--- src/rtl/demux_tdm_serial.sv ---
// Serial TDM receiver: deserialises an MSB-first bit stream into CHANNELS words and tracks frame lock.
// Optional trailing even-parity bit per frame when TDM_PARITY_CHECK_EN is defined.
module demux_tdm_serial #(
  parameter int CHANNELS   = 4,
  parameter int WORD_WIDTH = 8
) (
  input  logic                           Clock_In,
  input  logic                           Reset_n_In,
  input  logic                           Enable_In,
  input  logic                           Serial_Data_In,
  input  logic                           Frame_Sync_In,
  output logic [CHANNELS*WORD_WIDTH-1:0] Data_Out,
  output logic                           Frame_Valid_Out,
  output logic                           Locked_Out,
  output logic                           Sync_Error_Out
`ifdef TDM_PARITY_CHECK_EN
  ,
  output logic                           Parity_Error_Out
`endif
);

  localparam int DATA_W = CHANNELS * WORD_WIDTH;
`ifdef TDM_PARITY_CHECK_EN
  localparam int FRAME_LEN = DATA_W + 1;
`else
  localparam int FRAME_LEN = DATA_W;
`endif
  localparam int CNT_W = $clog2(FRAME_LEN);
  localparam logic [CNT_W-1:0] LAST = CNT_W'(FRAME_LEN - 1);
  localparam logic [CNT_W-1:0] ONE  = CNT_W'(1);

  typedef enum logic {HUNT, RECEIVE} state_t;

  state_t              state;
  logic [CNT_W-1:0]    cnt;
  logic [DATA_W-1:0]   staging;
  logic [DATA_W-1:0]   shifted;

  assign shifted = {staging[DATA_W-2:0], Serial_Data_In};

`ifdef TDM_PARITY_CHECK_EN
  function automatic logic even_parity_ok(input logic [DATA_W-1:0] data, input logic par);
    return ~(^data ^ par);
  endfunction
`endif

  always_ff @(posedge Clock_In or negedge Reset_n_In) begin
    if (!Reset_n_In) begin
      state           <= HUNT;
      cnt             <= '0;
      staging         <= '0;
      Data_Out        <= '0;
      Frame_Valid_Out <= 1'b0;
      Locked_Out      <= 1'b0;
      Sync_Error_Out  <= 1'b0;
`ifdef TDM_PARITY_CHECK_EN
      Parity_Error_Out <= 1'b0;
`endif
    end else begin
      Frame_Valid_Out <= 1'b0;
      Sync_Error_Out  <= 1'b0;
`ifdef TDM_PARITY_CHECK_EN
      Parity_Error_Out <= 1'b0;
`endif
      if (Enable_In) begin
        case (state)
          HUNT: begin
            if (Frame_Sync_In) begin
              staging <= shifted;
              cnt     <= ONE;
              state   <= RECEIVE;
            end
          end
          RECEIVE: begin
            if (Frame_Sync_In && cnt != '0) begin
              // early sync: drop partial frame, this bit opens a new one
              Sync_Error_Out <= 1'b1;
              Locked_Out     <= 1'b0;
              staging        <= shifted;
              cnt            <= ONE;
            end else if (!Frame_Sync_In && cnt == '0) begin
              Sync_Error_Out <= 1'b1;
              Locked_Out     <= 1'b0;
              state          <= HUNT;
            end else if (cnt == LAST) begin
`ifdef TDM_PARITY_CHECK_EN
              // staging already holds every data bit; this edge carries parity only
              if (even_parity_ok(staging, Serial_Data_In)) begin
                Data_Out        <= staging;
                Frame_Valid_Out <= 1'b1;
                Locked_Out      <= 1'b1;
              end else begin
                Parity_Error_Out <= 1'b1;
              end
`else
              staging         <= shifted;
              Data_Out        <= shifted;
              Frame_Valid_Out <= 1'b1;
              Locked_Out      <= 1'b1;
`endif
              cnt <= '0;
            end else begin
              staging <= shifted;
              cnt     <= cnt + ONE;
            end
          end
          default: state <= HUNT;
        endcase
      end
    end
  end

endmodule

--- config.mk ---
export PLATFORM = sky130hd
export DESIGN_NAME = demux_tdm_serial
export DESIGN_NICKNAME = d
export VERILOG_FILES = /design/src/rtl/demux_tdm_serial.sv
export SDC_FILE = /design/constraint.sdc
export NUM_CORES = 1
export LEC_CHECK = 0
export CORE_MARGIN = 2
export CORE_UTILIZATION = 54
export DETAILED_ROUTE_END_ITERATION = 12
export HOLD_SLACK_MARGIN = 0.03
export PLACE_DENSITY = 0.79
export SYNTH_ARGS = -nofsm -noshare
export SYNTH_HDL_FRONTEND = slang
export SYNTH_SLANG_ARGS = --single-unit
--- constraint.sdc ---
create_clock -name Clock_In -period 3.4 [get_ports Clock_In]
set_input_delay 0.51 -clock Clock_In [delete_from_list [all_inputs] [get_ports Clock_In]]
set_output_delay 0.51 -clock Clock_In [all_outputs]
set_load 0.005 [all_outputs]
==> metrics.csv <==
stage,metric,value,unit
synthesis,synth_most_common_cell,dfrtp_1,
grt,grt.total_usage,17.85,%
placement,dp.cells,292,
grt,use_met3,6.322,%
route,drtAntennaViolNets,0,
sta,setup_viol,0,
die,die-area,0.006147,mm²
cells_and_area,drive_gt1_share,36.86,%
synthesis,ys_top_cells_by_area,"dfrtp_1, mux2_4, mux2_2",
synthesis,ys_ff_latch,72,
die,core,0.005439,mm²
placement,placed_area,0.003448,mm²
worst_setup_path,crit_buf_inv,3,
sta,tns,0,ns
flow_run,cap_violations,0,
cells_and_area,fillCellCount,393,
worst_setup_path,critical_path_required,3.63,ns
cts,cts.sinks,72,
synthesis,syn_inst,186,
cts,clk_pin_slew_worst_paths,0.08,ns
worst_setup_path,end_kind,flop,
placement,post-dp-hpwl,3009,µm
worst_setup_path,reg2reg_slack,0.50,ns
synthesis,syn_avg_cell_area,16.07,µm²
worst_setup_path,crit_fanout,22,
cells_and_area,final_area,0.003669,mm²
power,p_leak,1.819,nW
worst_setup_path,worst-path-stages,9,
grt,grt_overflow_total,0,
cells_and_area,instances_no_fill,308,
sta,rsz0062_at_grt,false,
grt,grt_pass1_vias,1648,
route,firstDrtPassIters,4,
die,io-pin-count,40,
cts,cts_tree,yes,
sta,whs,0.2698,ns
synthesis,synth_cell_type_count,29,
sta,tightest_slew,0.8721,ns
sta,max_slew_margin,41.86,%
sta,final-hold-violation-count,0,
cts,cts_buffers,9,
synthesis,yosys-top-cells-count,"dfrtp_1, mux2_2, mux2_4",
die,placementRows,27,
placement,port_buffers,39,
placement,place_congestion,0.7176,
outcome,outcome,finished clean,
sta,finalClockSkew,0.01069,ns
grt,grt_max_degree,73,
power,ir_worst_vdd,0.4160,mV
cells_and_area,area_growth,22.73,%
hold_path,hp-class,in2async,
worst_setup_path,crit_arrival,3.13,ns
route,first_iter_violations,73,
worst_setup_path,startpoint,cnt[0],
die,die_x,78.40,µm
cts,cts_buffer_depth,2,
synthesis,synth_top_area_share,60.28,%
sta,finalCriticalPeriod,2.900,ns
die,fp.dieH,78.40,µm
worst_setup_path,r2r_start,cnt[0],
cts,htreeDepth,3,
synthesis,ys_warn_count,0,
synthesis,synth-seq-area-share,60.28,%
cts,ctsHoldBuffers,0,
power,power_density,636.4,mW/mm²
route,routed-via-count,1627,
worst_setup_path,slowest_delay,0.61,ns
sta,finalCritPeriodShare,85.29,%
cts,cts_resized,0,
synthesis,synth_edf_count,0,
worst_setup_path,endpoint,Data_Out[31],
route,vias_per_cell,5.282,
sta,max_freq,0.3448,GHz
worst_setup_path,crit_chain,"inv_1, ha_1, or4b_2, inv_1, ha_1, and4bb_2, nand2_2, buf_12, mux2_2",
worst_setup_path,start_kind,flop,
synthesis,synth_flop_cell,dfrtp_1,
cts,clockRootBuffer,clkbuf_8,
synthesis,syn_area,0.002989,mm²
grt,grt_pass1_wl,8211,µm
worst_setup_path,path_class,reg2reg,
synthesis,synth_top_area_cell,dfrtp_1,
cts,clock_latency,0.35,ns
worst_setup_path,crit_path_top_delay_cell,or4b_2,
worst_setup_path,r2r_end,Data_Out[31],
route,wl,4881,µm
cells_and_area,nNetsFinal,242,
route,drc,0,
synthesis,synthesis.nets,197,
cts,postCtsSetupBuffers,0,
worst_setup_path,critPathTopFamily,simple AND/OR/NAND/NOR gates,
grt,top_usage_layer,met1,
grt,gr-usage-met1,25.61,%
worst_setup_path,reg2reg_depth,9,
synthesis,async_flop_share,100.0,%
power,finalPower,2.335,mW
sta,slew_viol_final,0,
cells_and_area,antenna_cells,0,
grt,met2_usage,25.09,%
grt,grt_antenna_before_repair,0,
route,wire_per_inst,15.85,µm
die,start_util,54.96,%
==> cell usage in the layout (no fill, tap or decap), types with 3 or more instances in the layout <==
cell type,Yosys,layout
clkinv_4,0,3
inv_1,5,5
clkbuf_8,0,9
nand2_1,4,4
mux2_4,29,29
mux2_2,34,34
ha_1,6,6
clkdlybuf4s50_1,0,38
o21ai_0,4,4
dfrtp_1,72,72
==> worst reg2reg max path, stage by stage (launching register included) <==
cell	delay, ns
dfrtp_1	0.45
inv_1	0.09
ha_1	0.14
or4b_2	0.61
inv_1	0.11
ha_1	0.17
and4bb_2	0.28
nand2_2	0.32
buf_12	0.26
mux2_2	0.37
==> worst min path at each step <==
stage	from	endpoint	slack, ns	depth (start not counted)
floorplan	Reset_n_In	Data_Out[0]	0.21	0
global placement	Locked_Out	Locked_Out	0.48	2
detailed placement	Locked_Out	Locked_Out	0.49	2
CTS	Reset_n_In	state	0.31	1
global route	Reset_n_In	Data_Out[22]	0.36	1
finish	Reset_n_In	cnt[2]	0.27	1
==> routing by layer <==
layer | wire length, µm | vias to the layer above
met5 | 0 | -
li1 | - | 754
met4 | 78 | 0
met3 | 210 | 9
met1 | 2297 | 822
met2 | 2295 | 42
==> cells by family (layout without fill, tap and decap cells) <==
| kind of cell | count (synthesis) | in the layout | share of synthesized area [%] |
|---|---|---|---|
| AND/OR/NAND/NOR | 20 | 20 | 4.187 |
| multiplexers | 64 | 64 | 27.71 |
| flip-flops | 72 | 72 | 60.28 |
| buffers and inverters | 12 | 62 | 2.763 |
| AO/OA/AOI/OAI | 12 | 12 | 2.553 |
| adder cells (fa/ha/maj) | 6 | 6 | 2.511 |
==> where the power goes <==
part	internal, mW	switching (mW)
Sequential	1.04	0.149
Combinational	0.244	0.161
Clock	0.414	0.328
Total	1.70	0.639
==> final cells by class <==
type,count,area (µm²),share of cell area [%]
Tap cell,72,90.09,2.456
Timing Repair Buffer,41,427.9,11.66
Multi-Input combinational cell,102,1110,30.25
Clock buffer,9,123.9,3.377
Inverter,5,18.77,0.5116
Sequential cell,72,1802,49.11
Clock inverter,7,96.34,2.626
==> through the flow <==
| step | setup WS (ns) | utilization [%] |
|---|---|---|
| finish | 0.5000 | 67.45 |
| global route | 0.3444 | 67.45 |
| CTS | 0.4796 | 67.45 |
| detailed placement | 0.5166 | 63.40 |
| global placement | 0.6099 | 63.40 |
| floorplan | 0.9622 | - |
==> sequential cells by signal, summed over array words and instances, names as in the netlist <==
name and flops:
Data_Out 32, staging 31, cnt 5, Frame_Valid_Out 1
Locked_Out 1, Sync_Error_Out 1, state 1
Note: power is estimated with default switching activity, not from simulation.
